## src/rtl/cfir_pkg.sv

```systemverilog
// cfir_pkg: shared constants for the compensating FIR ahead of the CIC
// interpolator.
//   - default widths: CFIR_WIN, CFIR_WC, CFIR_WOUT, CFIR_NTAPS, CFIR_WACC
//   - cfir_coef(): the fixed Q1.15 droop-compensation taps; c[k] multiplies x[n-k]
//   - cfir_state_t: FSM encoding shared by the top level
package cfir_pkg;

  localparam int CFIR_WIN   = 16;
  localparam int CFIR_WC    = 16;
  localparam int CFIR_WOUT  = 16;
  localparam int CFIR_NTAPS = 7;
  localparam int CFIR_WACC  = CFIR_WIN + CFIR_WC + $clog2(CFIR_NTAPS);

  typedef enum logic [1:0] {
    ST_IDLE = 2'd0,
    ST_MAC  = 2'd1,
    ST_OUT  = 2'd2
  } cfir_state_t;

  // Symmetric taps. Their sum is 18350, so the DC gain is 18350/32768.
  // The inverse-sinc peak lifts the CIC passband edge.
  function automatic logic signed [CFIR_WC-1:0] cfir_coef(input int idx);
    case (idx)
      0, 6:    cfir_coef = -16'sd655;
      1, 5:    cfir_coef = 16'sd2621;
      2, 4:    cfir_coef = -16'sd5898;
      3:       cfir_coef = 16'sd26214;
      default: cfir_coef = '0;
    endcase
  endfunction

endpackage

```

## src/rtl/cfir_comp_mac.sv

```systemverilog
// cfir_comp_mac: signed multiply-accumulate, one product per enabled cycle.
// Ports:
//   clk, rst   clock, async active-low reset
//   clr        zero the accumulator; takes priority over en
//   en         add coef*x into the accumulator this cycle
//   coef, x    signed operands (Q1.15 each)
//   acc        full-precision signed running sum
module cfir_comp_mac
  import cfir_pkg::*;
#(
  parameter int WIN  = CFIR_WIN,
  parameter int WC   = CFIR_WC,
  parameter int WACC = CFIR_WACC
) (
  input  logic                   clk,
  input  logic                   rst,
  input  logic                   clr,
  input  logic                   en,
  input  logic signed [WC-1:0]   coef,
  input  logic signed [WIN-1:0]  x,
  output logic signed [WACC-1:0] acc
);

  localparam int WP = WIN + WC;

  logic signed [WP-1:0]   prod;
  logic signed [WACC-1:0] prod_ext;

  assign prod     = coef * x;
  // Growth bits above the product absorb the sum of NTAPS products.
  assign prod_ext = {{(WACC-WP){prod[WP-1]}}, prod};

  always_ff @(posedge clk or negedge rst) begin
    if (!rst)     acc <= '0;
    else if (clr) acc <= '0;
    else if (en)  acc <= acc + prod_ext;
  end

endmodule

```

## src/rtl/cfir_comp.sv

```systemverilog
// cfir_comp: compensating FIR in front of the CIC interpolator. One output
// sample per accepted input; a single MAC walks the NTAPS taps per sample.
// Build option: define CFIR_SAT_EN to saturate o_data instead of wrapping.
// Ports:
//   clk, rst   clock, async active-low reset
//   i_data     signed input sample, qualified by val_in
//   val_in     one-cycle strobe; ignored while busy
//   o_data     signed filtered sample, held between strobes
//   val_out    one-cycle strobe, o_data updated
//   busy       high from acceptance until the result is handed off
// Timing: accept at edge E0, taps at E1..E(NTAPS), hand-off edge, then
// o_data/val_out one edge later (NTAPS+2 edges after E0). busy drops at the
// hand-off edge, so a new sample can be accepted while val_out is presented.
module cfir_comp
  import cfir_pkg::*;
#(
  parameter int WIN   = CFIR_WIN,
  parameter int WC    = CFIR_WC,
  parameter int WOUT  = CFIR_WOUT,
  parameter int NTAPS = CFIR_NTAPS,
  parameter int WACC  = CFIR_WACC
) (
  input  logic                   clk,
  input  logic                   rst,
  input  logic signed [WIN-1:0]  i_data,
  input  logic                   val_in,
  output logic signed [WOUT-1:0] o_data,
  output logic                   val_out,
  output logic                   busy
);

  localparam int TAP_W = $clog2(NTAPS);
  localparam int LSB   = WIN + WC - 2 - (WOUT - 1);
  localparam int MSB   = WIN + WC - 2;

  cfir_state_t                   state;
  logic [TAP_W-1:0]              tap;
  logic [NTAPS-1:0][WIN-1:0]     dly;
  logic                          out_pend;
  logic                          mac_clr;
  logic                          mac_en;
  logic signed [WACC-1:0]        acc;
  logic signed [WOUT-1:0]        res;

  assign mac_clr = (state == ST_IDLE) && val_in;
  assign mac_en  = (state == ST_MAC);

  cfir_comp_mac #(.WIN(WIN), .WC(WC), .WACC(WACC)) u_mac (
    .clk  (clk),
    .rst  (rst),
    .clr  (mac_clr),
    .en   (mac_en),
    .coef (cfir_coef(int'(tap))),
    .x    (dly[tap]),
    .acc  (acc)
  );

  // Output slice: Q-format realignment by floor truncation.
`ifdef CFIR_SAT_EN
  logic [WACC-1:MSB] acc_hi;
  assign acc_hi = acc[WACC-1:MSB];
  always_comb begin
    res = acc[MSB:LSB];
    // Guard bits disagree -> value does not fit WOUT; clamp by sign.
    if (!((&acc_hi) || !(|acc_hi)))
      res = acc[WACC-1] ? {1'b1, {(WOUT-1){1'b0}}} : {1'b0, {(WOUT-1){1'b1}}};
  end
`else
  assign res = acc[MSB:LSB];
`endif

  always_ff @(posedge clk or negedge rst) begin
    if (!rst) begin
      state    <= ST_IDLE;
      tap      <= '0;
      dly      <= '0;
      busy     <= 1'b0;
      out_pend <= 1'b0;
    end else begin
      out_pend <= 1'b0;
      case (state)
        ST_IDLE: begin
          if (val_in) begin
            dly   <= {dly[NTAPS-2:0], i_data};
            tap   <= '0;
            busy  <= 1'b1;
            state <= ST_MAC;
          end
        end
        ST_MAC: begin
          if (tap == TAP_W'(NTAPS-1)) state <= ST_OUT;
          else                        tap   <= tap + 1'b1;
        end
        ST_OUT: begin
          // acc is final and stays put until the next acceptance clears it,
          // which cannot happen before the output register samples it.
          busy     <= 1'b0;
          out_pend <= 1'b1;
          state    <= ST_IDLE;
        end
        default: state <= ST_IDLE;
      endcase
    end
  end

  always_ff @(posedge clk or negedge rst) begin
    if (!rst) begin
      o_data  <= '0;
      val_out <= 1'b0;
    end else begin
      val_out <= out_pend;
      if (out_pend) o_data <= res;
    end
  end

endmodule
```

## config.mk

```make
export PLATFORM = sky130hd
export DESIGN_NAME = cfir_comp
export DESIGN_NICKNAME = d
export VERILOG_FILES = /design/src/rtl/cfir_pkg.sv /design/src/rtl/cfir_comp_mac.sv /design/src/rtl/cfir_comp.sv
export SDC_FILE = /design/constraint.sdc
export NUM_CORES = 1
export LEC_CHECK = 0
export ABC_CLOCK_PERIOD_IN_PS = 12500
export CAP_MARGIN = 25
export CORE_AREA = 10 10 208 309
export CTS_CLUSTER_SIZE = 12
export DETAILED_ROUTE_END_ITERATION = 12
export DIE_AREA = 0 0 218 319
export GPL_TIMING_DRIVEN = 0
export HOLD_SLACK_MARGIN = 0.05
export PLACE_DENSITY = 0.53
export SETUP_SLACK_MARGIN = 0.4
export SYNTH_ARGS = -nofsm -noshare
export SYNTH_HDL_FRONTEND = slang
export SYNTH_SLANG_ARGS = --single-unit
```

## constraint.sdc

```tcl
create_clock -name clk -period 12.5 [get_ports clk]
set_input_delay 1.25 -clock clk [delete_from_list [all_inputs] [get_ports clk]]
set_output_delay 1.25 -clock clk [all_outputs]
set_load 0.01 [all_outputs]
```

=== Word-level counts from Yosys, hierarchy flattened ===
Index checks and enable logic that the tools add are counted.

* Word-level logic and storage cells: 56
* Register bits after elaboration: 171
* Output and inout port bits: 18
* Input bits: 19

* Reductions and logical operators: 13
* Equality and inequality tests: 11
* Add/sub/neg operators: 2
* Multipliers: 1
* Order comparisons: 1
* Multiplexer cells: 14

{| class="wikitable"
|+ Operator list
! kind !! number
|-
| $mux W35 || 2
|-
| $pmux W16 S4 || 1
|-
| $bmux W16 S3 || 1
|-
| $add A35 B32 Y35 || 1
|-
| $mul A16 B16 Y32 || 1
|-
| $mux W16 || 1
|-
| $eq A3 B3 Y1 const B || 3
|-
| $eq A3 B2 Y1 const B || 2
|-
| $mux W3 || 2
|-
| $pmux W3 S2 || 1
|-
| $reduce_and A2 Y1 || 3
|-
| $reduce_bool A2 Y1 || 3
|-
| $reduce_or A2 Y1 || 3
|-
| $lt A3 B4 Y1 const B || 1
|-
| $mux W2 || 2
|-
| $ne A2 B2 Y1 const B || 2
|-
| $pmux W2 S2 || 1
|-
| $add A3 B1 Y3 const B || 1
|-
| $eq A3 B1 Y1 const B || 1
|-
| $logic_not A3 Y1 || 1
|-
| $reduce_and A3 Y1 || 1
|-
| $eq A2 B1 Y1 const B || 1
|-
| $eq A2 B2 Y1 const B || 1
|-
| $logic_not A2 Y1 || 1
|-
| 4 further kinds || 5
|}

=== Logic depth before layout (Yosys ltp) ===
Gate-level depths: netlist (run 1).

* Depth after elaboration: 7
* Mapped depth: 32
* Mapped depth without buffers: 27

=== By module ===
From an unflattened synthesis (run 1), not the netlist that was laid out.

* Cell total of the unflattened synthesis: 1804
* Area, all modules: 19503.7 µm²

{| class="wikitable"
|+ By module, submodules not included
! module !! times used !! area each (µm²) !! cells an instance !! sequential area each (µm²)
|-
| cfir_comp_mac || 1 || 13050.0 || 1392 || 875.8
|-
| cfir_comp || 1 || 6453.7 || 412 || 3403.3
|}

=== Least setup slack after synthesis (run 1) ===
OpenSTA, ideal clock, no wires.

* Path type: register -> register
* Start point: register tap[0]
* End point: register u_mac.acc[29]
* Arrival: 7.800 ns
* Period minus slack after synthesis: 7.869 ns
* Stages on the path, launching flop included: 30
* Library setup time: 0.069 ns
* Path buffers: 5
* Required time: 12.431 ns
* Setup slack: 4.631 ns
* Cell sequence: dfrtp_1 buf_6 buf_2 buf_4 buf_4 inv_1 ha_1 mux2_2 nor2_1 clkbuf_1 nor2_1 fa_1 fa_1 inv_1 fa_1 inv_1 fa_1 fa_1 inv_1 fa_1 inv_1 ha_1 a21o_1 a21oi_1 a21boi_0 o21bai_1 a31oi_1 o21ai_0 or3_1 nand3_1

* Word-level cells in the longest chain between the ends: 7
* Elaborated cells between the ends (all ways): 17
* Those cells by class: 1 x add/sub; 1 x mul; 6 x eq/ne; 5 x mux; 4 x reduce/logical

{| class="wikitable"
|+ Ends and longest elaborated chain
! what !! line !! RTL
|-
| from (decl) || cfir_comp.sv:37 || <nowiki>logic [TAP_W-1:0] tap;</nowiki>
|-
| from (signal assigned) || cfir_comp.sv:92 || <nowiki>else tap <= tap + 1'b1;</nowiki>
|-
| $eq A3 B2 Y1 (tied with other cells) || cfir_pkg.sv:23 || <nowiki>case (idx)</nowiki>
|-
| $reduce_or A2 Y1 || cfir_pkg.sv:23 ||
|-
| $pmux W16 S4 || cfir_pkg.sv:23 ||
|-
| $mul A16 B16 Y32 (*) || cfir_comp_mac.sv:29 || <nowiki>assign prod = coef * x;</nowiki>
|-
| $add A35 B32 Y35 (*) || cfir_comp_mac.sv:36 || <nowiki>else if (en) acc <= acc + prod_ext;</nowiki>
|-
| $mux W35 (*) || cfir_comp_mac.sv:36 ||
|-
| $mux W35 (*) || cfir_comp_mac.sv:35 || <nowiki>else if (clr) acc <= '0;</nowiki>
|-
| to (signal assigned) || cfir_comp_mac.sv:36 ||
|-
| to (decl) || cfir_comp_mac.sv:21 || <nowiki>output logic signed [WACC-1:0] acc</nowiki>
|}

Every way passes the cells marked *; elsewhere a longest branch is shown, timed or not. The select of a mux whose other input is x is not followed.
A chain may end at the register's enable or synchronous reset.

=== Worst setup path in the final report (run 1) ===
Same ends and word-level chain as after synthesis.

==> results.txt, run 1 <==
The via count is approximately 12000. In the final layout, the share of cells above drive strength 1 is between 10% and 20%. The number of enable flip-flop cells after synthesis is 0. Setup violations remaining at the end of the flow were counted as 0. The number of port buffers came out at 36.

The minimum clock period after layout is ~10 ns. The relative area change from synthesis to final layout came out at 11.94%. The effective utilization at floorplan came out at a little under 30%.

The total CTS buffers came out at 17. The global-route wire length before repair came out at 80.30 mm. The worst clock skew came out at around 0.021 ns. The slowest cell on the critical path is sky130_fd_sc_hd__nor2_1. The setup TNS came out at 0 ns. The total of max-cap violations is 0. The final critical-path share of the clock period came out at approximately 84%. The maximum cell stage delay along the critical path came out at around 0.85 ns. The type of the tightest min-delay check is flop to flop. At the pin with the least slew margin, the transition time is approximately 1 ns. The maximum clock insertion buffer count came out at 2. Post-CTS timing repair inserted 0 buffers for setup. The initial antenna violation count came to 0.

Excluding fillers, the count of instances in the completed layout stands at 2490. Among all cell types in the netlist, the one instantiated most often is sky130_fd_sc_hd__inv_1. The remaining max-slew budget at the tightest pin came out at between 30% and 40%. Summed over all nets, the half-perimeter wirelength after detailed placement is between 40 and 50 mm. The total track usage is ~15%. In this run the worst path has a maximum fanout of 10. The number of cells upsized or downsized after cts is 0.

The required arrival time at the worst endpoint is 12.92 ns. The most numerous cell type found on the critical path is sky130_fd_sc_hd__fa_1. Counting instances in the post-synthesis netlist gives the leading cell types as sky130_fd_sc_hd__inv_1 (362), sky130_fd_sc_hd__fa_1 (285), sky130_fd_sc_hd__dfrtp_1 (167). The number of pins with negative max-slew slack in the final report was 0. The number of buffers and inverters on the critical path came out at 10. The average wire per standard cell came out at between 20 and 25 um. The antenna diode count came out at 0. The synthesized design devotes to its leading area cell type approximately a third of total area. The number of instances in the synthesized netlist came out at roughly 1600. The synthesized design contains 167 register bits. The final estimated routing congestion in global placement is slightly above 0.9. The distinct cell type count after synthesis came out at 55. Among cell families on the critical path, the largest total delay comes from adder cells. The post-detailed-route count of antenna-violating nets came out at 0. During I/O placement, the number of pins put on the boundary was 37. The number of endpoints with negative hold slack in the final report is 0.

For this run, design rule violations remaining after detail routing come to 0. The total number of yosys warnings came out at 0. The sequential element share of the synthesized area came out at a little under a quarter. The kind of start point of the critical path is a flop.

The flow ran to the end, and the final reports show no timing, DRC or antenna violations. The clock transition at the registers of the reported paths came out at about 0.090 ns. The via count normalized by instance count came out at about 4.7. The synthesized net count came out at just over 2000. The fmax is around 96 MHz.

The aggregate global routing overflow is 0. For this run, the leading register cell type out of synthesis is sky130_fd_sc_hd__dfrtp_1. The category of the critical setup timing path is flop to flop. The later-pin clock latency in the skew report came out at around 0.48 ns.

TritonCTS built the clock tree. Data on the critical path arrives at its endpoint at about 11 ns. Once placement completed, the tool counted placed cells totaling 2458. The number of hold buffers added after CTS came out at 0. The die is between 200 and 250 um wide. The root buffer cell is sky130_fd_sc_hd__clkbuf_16. The die is 319 um tall. The count of nets after finishing came out at between 2000 and 2500. The clock sink count is around 170. The die area is 69540 um2. The row count came out at 109. The mapped netlist covers 17410 um2. The final wirelength is slightly above 50 mm. Setup repair after global routing left no endpoint under its margin. In the post-synthesis netlist, the biggest area contributors are sky130_fd_sc_hd__fa_1 (33%), sky130_fd_sc_hd__dfrtp_1 (24%), sky130_fd_sc_hd__mux2_2 (9.1%). The region available for standard cell placement spans around 60000 um2. The share of synthesized flip-flops with an asynchronous set or reset came out at 100.0%. The number of violations reported at the end of detailed-routing iteration 0 is around 550. Before antenna repair, the detailed router went through 5 iterations. The via count of the first global-routing pass came out at between 10000 and 15000. Entering global routing, the biggest net connects approximately 120 pins. The worst setup path is captured at a flop. The deepest level of the CTS H-tree is 4. The largest total area in the synthesized netlist belongs to sky130_fd_sc_hd__fa_1.

A synthesized cell averages 10.64 um2.
-- cell usage in the layout, fill, tap and decap left out, types with 19 or more instances in the layout --
master and n:
sky130_fd_sc_hd__mux2_2 140, sky130_fd_sc_hd__clkdlybuf4s50_1 35, sky130_fd_sc_hd__clkbuf_1 50, sky130_fd_sc_hd__xnor2_1 25
sky130_fd_sc_hd__a21oi_1 54, sky130_fd_sc_hd__fa_1 285, sky130_fd_sc_hd__dfrtp_1 167, sky130_fd_sc_hd__nand2_1 101
sky130_fd_sc_hd__o21ai_0 49, sky130_fd_sc_hd__nor2_1 118, sky130_fd_sc_hd__or2_2 19, sky130_fd_sc_hd__inv_1 362
sky130_fd_sc_hd__ha_1 102
-- worst register-to-register path: cells and delay by family, from the launching register on --
family	cells	cell delay (ns)
AND/OR/NAND/NOR	6	2.24
flip-flops	1	0.51
buffers and inverters	10	2.05
AO/OA/AOI/OAI	5	2.02
multiplexers	1	0.36
adder cells (fa/ha/maj)	8	3.22
-- path summary, 6_finish.rpt --
kind	startpoint	slack, ns	to	cells after the start
hold / removal	out_pend	0.42	val_out	0
max in group asynchronous	rst	10.86	dly[59]	2
setup reg to reg	tap[0]	2.03	u_mac.acc[29]	30
min in group asynchronous	rst	0.67	o_data[11]	1
hold reg to reg	out_pend	0.42	val_out	0
setup / recovery	tap[0]	2.03	u_mac.acc[29]	30
-- routing by layer --
metal,vias up,GRT usage (%),routed length (um)
li1,5228,-,-
met1,6031,16.57,19250
met2,222,28.31,27370
met3,98,2.038,1456
met4,0,7.284,2426
met5,-,0,0
-- metrics by stage --
| stage | area (um2) | hold WS [ns] | util, % | setup slack, ns |
|---|---|---|---|---|
| floorplan | 17410 | 0.3519 | - | 4.631 |
| finish | 19490 | 0.4197 | 33.24 | 2.032 |
| global route | 19490 | 0.4260 | 33.24 | 1.567 |
| detailed placement | 18850 | 0.3947 | 32.15 | 2.266 |
| CTS | 19490 | 0.4146 | 33.24 | 2.209 |
| global placement | 18750 | 0.3891 | 31.97 | 1.965 |
-- final cells by class --
class                   instances  area [um2]
clock inverters                15       212.7
multi-input cells            1051       11650
well taps                     777       972.2
inverters                     363        1363
plain buffers                  56       226.5
clock buffers                  17       425.4
flip-flops and latches        167        4179
repair buffers                 44       460.4
fillers                      6112       39150
-- flip-flops by register name, summed over array words and instances (netlist names) --
name and cells:
tap 3, state 2, busy 1, u_mac.acc 31
dly 112, o_data 16, val_out 1, out_pend 1
-- logic make-up (layout without fill, tap and decap cells) --
logic type	Yosys count	after routing	share of synthesized area [%]
xor+xnor	39	39	2.041
buf+inv	419	495	9.125
compound gates	173	173	6.101
flops	167	167	24.00
fa+ha+maj	387	387	40.09
mux	167	167	11.58
simple gates	285	285	7.063
Power of run 1 is left out: the tool's default activity adds up to more than one toggle a clock period on the data nets, which glitch-free logic cannot reach.
==> run 2: changes to the inputs <==
ABC_CLOCK_PERIOD_IN_PS = 8900   (was 12500)
PLACE_DENSITY = 0.55   (was 0.53)
clock period = 8.9 ns   (was 12.5 ns; I/O delays follow)
==> run 2 against run 1 <==
Hold slack improved by 0.019 ns. Setup slack lost 1.3 ns. Maximum frequency is 28% higher. Register-to-register slack lost 1.3 ns. Largest cell class unchanged. First-iteration DRC count is 20% higher. Critical endpoint is now u_mac.acc[30].
==> results.txt, run 2 (synthesized netlist as in run 1, its figures left out) <==
The kind of capture point of the worst setup path is a flop (unchanged). The flip-flop count of the largest register, all copies and words added is 112 (unchanged). The die span in x came out at 218 um (unchanged). The kind of start point of the critical path was a flop (unchanged). The reg2reg setup slack is 0.74 ns (was 2.03 ns). The end point of the worst hold path is val_out (unchanged).

The initial antenna violation count is 0 (unchanged). The worst reg2reg path startpoint is tap[1] (was tap[0]). The count of cells along the worst register-to-register path is 25 (was 30).

The antenna diode count came out at 0 (unchanged). The aggregate global routing overflow came to 0 (unchanged). The number of detailed-route iterations in the first pass is 5 (unchanged). The remaining max-slew budget at the tightest pin is 32.78% (was 33.18%).

The die area came to 69540 um2 (unchanged). The relative area change from synthesis to final layout came out at 13.00% (was 11.94%). Top flop regs: dly: 112 flops, u_mac.acc: 31 flops, o_data: 16 flops (unchanged).

The share of post-route cells with drive strength above 1 came out at 15.13% (was 13.02%). The final wirelength was 51.34 mm (was 50.51 mm). The number of instances on the worst hold path is 0 (unchanged). The row count is 109 (unchanged). The family with the most delay on the worst path is adder cells (unchanged). The number of port buffers is 36 (unchanged).

The number of DRC violations after detailed routing came out at 0 (unchanged). The slowest cell on the critical path is sky130_fd_sc_hd__fa_1 (was sky130_fd_sc_hd__nor2_1). The vertical die dimension is 319 um (unchanged). The deepest level of the CTS H-tree came out at 4 (unchanged). The final critical-path share of the clock period came to 91.68% (was 83.74%).

The CTS tree is yes (unchanged). The largest fanout on the critical path came to 10 (unchanged). Most used cells in the layout excluding fill and tap cells: sky130_fd_sc_hd__inv_1 (362), sky130_fd_sc_hd__fa_1 (284), sky130_fd_sc_hd__dfrtp_1 (166) (was sky130_fd_sc_hd__inv_1 (362), sky130_fd_sc_hd__fa_1 (285), sky130_fd_sc_hd__dfrtp_1 (167)). The number of buffers and inverters on the critical path came out at 6 (was 10). The maximum clock insertion buffer count came out at 2 (unchanged).

The largest register by flop count was dly (unchanged). The type of the tightest min-delay check is flop to flop (unchanged). The smallest hold slack came out at 0.4386 ns (was 0.4197 ns). The pin slew with the least headroom to its limit came to 1.008 ns (was 0.9986 ns).

The number of primary I/O pins is 37 (unchanged). The via count normalized by instance count came out at 4.692 (was 4.650). The area of the core is 58640 um2 (unchanged). The number of cells in the finished layout apart from fillers is 2496 (was 2490). The later-pin clock latency in the skew report was 0.46 ns (was 0.48 ns). The post-detailed-route count of antenna-violating nets is 0 (unchanged). The via count of the first global-routing pass is 13480 (was 13530). The number of cells in the design after placement came to 2458 (unchanged).

The cell type with the highest occurrence count on the critical path is sky130_fd_sc_hd__fa_1 (unchanged). The global-route wire length before repair is 79.69 mm (was 80.30 mm). The number of pins with negative max-slew slack in the final report is 0 (unchanged). The total CTS buffers came out at 17 (unchanged). The start point of the worst hold path is out_pend (unchanged). The via count is 11710 (was 11580).

The clock transition at the registers of the reported paths is 0.09 ns (about the same). The count of nets after finishing came out at 2112 (was 2106). The minimum clock period after layout came to 8.160 ns (was 10.47 ns). The reg-to-reg endpoint is u_mac.acc[30] (was u_mac.acc[29]). The most frequent standard cell in the layout excluding fill and tap cells is sky130_fd_sc_hd__inv_1 (unchanged). The total track usage was 15.14% (was 15.23%).

The root buffer cell is sky130_fd_sc_hd__clkbuf_16 (unchanged). The total of max-cap violations came out at 0 (unchanged). The number of endpoints with negative hold slack in the final report came out at 0 (unchanged). The worst clock skew came to 0.02145 ns (was 0.02112 ns). The final estimated routing congestion in global placement was 0.9570 (was 0.9338). The final HPWL from detailed placement is 42.60 mm (was 42.44 mm).

The number of setup violations in the final report is 0 (unchanged). The clock sink count came out at 167 (unchanged). The average wire per standard cell came out at 20.57 um (was 20.28 um). The worst setup timing slack at the placement stage came out at -1.259 ns (was 2.266 ns). The endpoint arrival time on the critical path is 8.52 ns (was 10.88 ns). The fmax came out at 122.6 MHz (was 95.53 MHz). The number of violations reported at the end of detailed-routing iteration 0 came out at 664 (was 554). The final worst slack is 0.7404 ns (was 2.032 ns).

The required arrival time at the worst endpoint was 9.26 ns (was 12.92 ns). Unrepaired setup endpoints after global routing: false (unchanged). The maximum number of pins on one net before global-route repair came out at 102 (was 124). The maximum cell stage delay along the critical path is 0.58 ns (was 0.85 ns). The category of the critical setup timing path was flop to flop (unchanged). Status: finished clean (unchanged). The setup TNS is 0 ns (unchanged). The effective utilization at floorplan came to 29.69% (unchanged).
==> run 2: what timing repair did <==
action                     CTS  global route
setup endpoints to repair   21            14
pin swaps                    3             1
hold buffers                 0             0
gates cloned                 0             0
hold endpoints to repair     0             0
gates resized for setup     24            28
setup buffers                5             1
==> run 2: metrics by stage <==
stage	area, um2	util (%)
after floorplan	17410	-
after global placement	18750	31.97
after detailed placement	18850	32.14
after CTS	19610	33.44
after global routing	19680	33.55
final	19680	33.55
==> run 2: routing by layer <==
metal  global-route usage, %  share of wire [%]  up-vias
li1                        -                  -     5244
met1                   16.12                 37     6086
met2                   28.40                 54      272
met3                   1.895                3.4      109
met4                   7.764                5.4        0
met5                       0                  0        -
==> run 2: final cells by class <==
type	count	area, um2
clock buffer	17	425.4
fill	6037	38970
multi-input combinational	1051	11760
timing repair buffer	50	514.2
buffer	56	255.2
tap	777	972.2
inverter	363	1363
clock inverter	15	211.5
sequential	167	4180
==> run 2: worst max path at each step <==
stage / start / end / slack, ns / depth (start not counted)
after floorplan: tap[0] / u_mac.acc[29] / 1.03 / 29
after global placement: tap[0] / u_mac.acc[29] / -1.80 / 29
after detailed placement: tap[0] / u_mac.acc[29] / -1.26 / 29
after CTS: tap[0] / u_mac.acc[29] / 0.44 / 33
after global routing: tap[0] / u_mac.acc[30] / 0.39 / 30
final: tap[1] / u_mac.acc[30] / 0.74 / 25
==> run 2: worst reg2reg max path, delay by kind of cell (launching register included) <==
family | cells | cell delay (ns)
DFF | 1 | 0.52
buffers and inverters | 6 | 1.44
adders and majority gates | 7 | 3.36
and+or+nand+nor | 3 | 0.53
AOI/OAI and AO/OA | 9 | 2.20
Power of run 2 is left out for the same reason.
==> run 3: changes to the inputs <==
ABC_CLOCK_PERIOD_IN_PS = 9300   (was 8900)
HOLD_SLACK_MARGIN = 0.15   (was 0.05)
PLACE_DENSITY = 0.53   (was 0.55)
SLEW_MARGIN = 10   (was unset)
clock period = 9.3 ns   (was 8.9 ns; I/O delays follow)
==> run 3 against run 2 <==
Hold slack got worse by 0.024 ns. Critical path depth up 4. Global-route usage about the same. Maximum frequency fell by 4.2%. Via count is 0.26% lower. Cell count shrank 0.12%. Non-clock buffer count down 3. Final area shrank 0.50%. Critical endpoint unchanged. Highest routed layer unchanged.
==> results.txt, run 3 (synthesized netlist as in run 1, its figures left out) <==
The number of filler instances in the final layout is 6062 (was 6037). The number of cells in the design after placement is 2458 (unchanged). Top flop regs: dly: 112 flops, u_mac.acc: 31 flops, o_data: 16 flops (unchanged). The antenna diode count is 0 (unchanged). The kind of capture point of the worst setup path is a flop (unchanged). The largest register by flop count is dly (unchanged). The number of setup violations in the final report came out at 0 (unchanged). Status: finished clean (unchanged). The die area came to 69540 um2 (unchanged).

The count of cells along the worst register-to-register path came out at 29 (was 25). The number of cells in the finished layout apart from fillers came out at 2493 (was 2496). The setup TNS came out at 0 ns (unchanged). The initial antenna violation count was 0 (unchanged). The number of detailed-route iterations in the first pass is 5 (unchanged). The clock transition at the registers of the reported paths was 0.09 ns (about the same). The row count came out at 109 (unchanged).

The area of the core is 58640 um2 (unchanged). The most frequent standard cell in the layout excluding fill and tap cells is sky130_fd_sc_hd__inv_1 (unchanged). The via count normalized by instance count came out at 4.685 (was 4.692).

Unrepaired setup endpoints after global routing: false (unchanged). The root buffer cell is sky130_fd_sc_hd__clkbuf_16 (unchanged). Most used cells in the layout excluding fill and tap cells: sky130_fd_sc_hd__inv_1 (362), sky130_fd_sc_hd__fa_1 (284), sky130_fd_sc_hd__dfrtp_1 (166) (unchanged). The total track usage came out at 15.16% (was 15.14%).

The CTS tree is yes (unchanged). The fmax came out at 117.4 MHz (was 122.6 MHz). The maximum cell stage delay along the critical path is 0.67 ns (was 0.58 ns). The type of the tightest min-delay check is flop to flop (unchanged). The final estimated routing congestion in global placement came to 0.9338 (was 0.9570). The reg-to-reg endpoint was u_mac.acc[30] (unchanged). The minimum clock period after layout was 8.520 ns (was 8.160 ns).

The start point of the worst hold path is out_pend (unchanged). The pin slew with the least headroom to its limit came out at 1.027 ns (was 1.008 ns). The number of instances on the worst hold path was 0 (unchanged). The via count is 11680 (was 11710). The slowest cell on the critical path is sky130_fd_sc_hd__fa_1 (unchanged).

The number of endpoints with negative hold slack in the final report came out at 0 (unchanged). The via count of the first global-routing pass came out at 13380 (was 13480). The worst reg2reg path startpoint is tap[0] (was tap[1]). The area used by multi-input combinational logic came out at 11710 um2 (was 11760 um2). The required arrival time at the worst endpoint came to 9.67 ns (was 9.26 ns).

The kind of start point of the critical path is a flop (unchanged). The clock sink count is 167 (unchanged). The final HPWL from detailed placement is 42.55 mm (was 42.60 mm). The later-pin clock latency in the skew report is 0.48 ns (was 0.46 ns). The worst clock skew came out at 0.02078 ns (was 0.02145 ns). The endpoint arrival time on the critical path was 8.89 ns (was 8.52 ns). The die span in x is 218 um (unchanged). The number of primary I/O pins was 37 (unchanged).

The total area of sequential cells came out at 4180 um2 (unchanged). The reg2reg setup slack came out at 0.78 ns (was 0.74 ns). The final wirelength is 50.72 mm (was 51.34 mm). The average wire per standard cell was 20.35 um (was 20.57 um). The count of nets after finishing is 2109 (was 2112). The largest fanout on the critical path is 10 (unchanged). The total of max-cap violations came out at 0 (unchanged).

The number of DRC violations after detailed routing came out at 0 (unchanged). The deepest level of the CTS H-tree came out at 4 (unchanged). The total CTS buffers is 17 (unchanged). The end point of the worst hold path is val_out (unchanged). The remaining max-slew budget at the tightest pin came out at 30.45% (was 32.78%). The start point of the critical path was tap[0] (was tap[1]).

The effective utilization at floorplan is 29.69% (unchanged). The number of hold buffers added after CTS came out at 0 (unchanged). The number of port buffers is 36 (unchanged).

The maximum number of pins on one net before global-route repair came out at 93 (was 102). The post-detailed-route count of antenna-violating nets is 0 (unchanged). The number of pins with negative max-slew slack in the final report came out at 0 (unchanged). The vertical die dimension is 319 um (unchanged). The category of the critical setup timing path is flop to flop (unchanged). The flip-flop count of the largest register, all copies and words added was 112 (unchanged). The number of violations reported at the end of detailed-routing iteration 0 is 641 (was 664). The aggregate global routing overflow came out at 0 (unchanged). The share of post-route cells with drive strength above 1 came out at 13.99% (was 15.13%).

The maximum clock insertion buffer count came out at 2 (unchanged). The final critical-path share of the clock period came to 91.61% (was 91.68%). The cell type with the highest occurrence count on the critical path is sky130_fd_sc_hd__fa_1 (unchanged). The utilization of the core after routing is 33.39% (was 33.55%). The relative area change from synthesis to final layout is 12.44% (was 13.00%). The global-route wire length before repair came out at 79.83 mm (was 79.69 mm).
[run 3: cell types whose count changed in the layout (fill, tap and decap cells not counted), moves of 2 or more]
| cell | previous run | this run |
|---|---|---|
| sky130_fd_sc_hd__clkbuf_1 | 40 | 47 |
| sky130_fd_sc_hd__clkbuf_2 | 9 | 2 |
| sky130_fd_sc_hd__ha_1 | 99 | 102 |
| sky130_fd_sc_hd__ha_2 | 3 | 0 |
| sky130_fd_sc_hd__a21oi_1 | 51 | 53 |
| sky130_fd_sc_hd__a21oi_2 | 4 | 2 |
| sky130_fd_sc_hd__clkbuf_4 | 2 | 0 |
[run 3: final cells by class]
class                           count  share of cell area (%)
Multi-Input combinational cell   1051                   59.82
Sequential cell                   167                   21.35
Inverter                          363                   6.959
Tap cell                          777                   4.965
Timing Repair Buffer               47                   2.448
Clock buffer                       17                   2.173
Buffer                             56                   1.208
Clock inverter                     15                   1.080
[run 3: worst max-delay path by stage]
| stage | cells after the start | endpoint | slack [ns] |
|---|---|---|---|
| CTS | 30 | u_mac.acc[29] | 0.43 |
| detailed placement | 30 | u_mac.acc[29] | -0.95 |
| finish | 29 | u_mac.acc[30] | 0.78 |
| global placement | 29 | u_mac.acc[29] | -1.23 |
| floorplan | 29 | u_mac.acc[29] | 1.43 |
| global route | 32 | u_mac.acc[27] | 0.40 |
[run 3: routing by layer]
metal  GRT usage [%]  part of all wire [%]
met3           1.867                   3.2
met2           28.48                    55
met1           16.45                    38
met4           6.944                   4.4
met5               0                     0
[run 3: timing repair]
action	in CTS	in global routing
pin swaps	2	0
endpoints found under the setup margin	19	11
resized for setup	14	11
setup buffers	3	0
[run 3: through the flow]
| stage | area, um2 | setup WS [ns] | hold slack [ns] |
|---|---|---|---|
| detailed placement | 18850 | -0.9458 | 0.4021 |
| global route | 19580 | 0.4020 | 0.4260 |
| floorplan | 17410 | 1.431 | 0.3519 |
| global placement | 18750 | -1.235 | 0.3891 |
| CTS | 19550 | 0.4263 | 0.4133 |
| finish | 19580 | 0.7802 | 0.4147 |
[run 3: worst max-delay path, delay by kind of cell, from the launching register on]
family	cells	cell delay (ns)
mux	1	0.36
buf+inv	10	1.69
compound gates	7	1.52
simple gates	3	0.64
fa+ha+maj	8	3.72
flops	1	0.45
Power of run 3 is left out for the same reason.
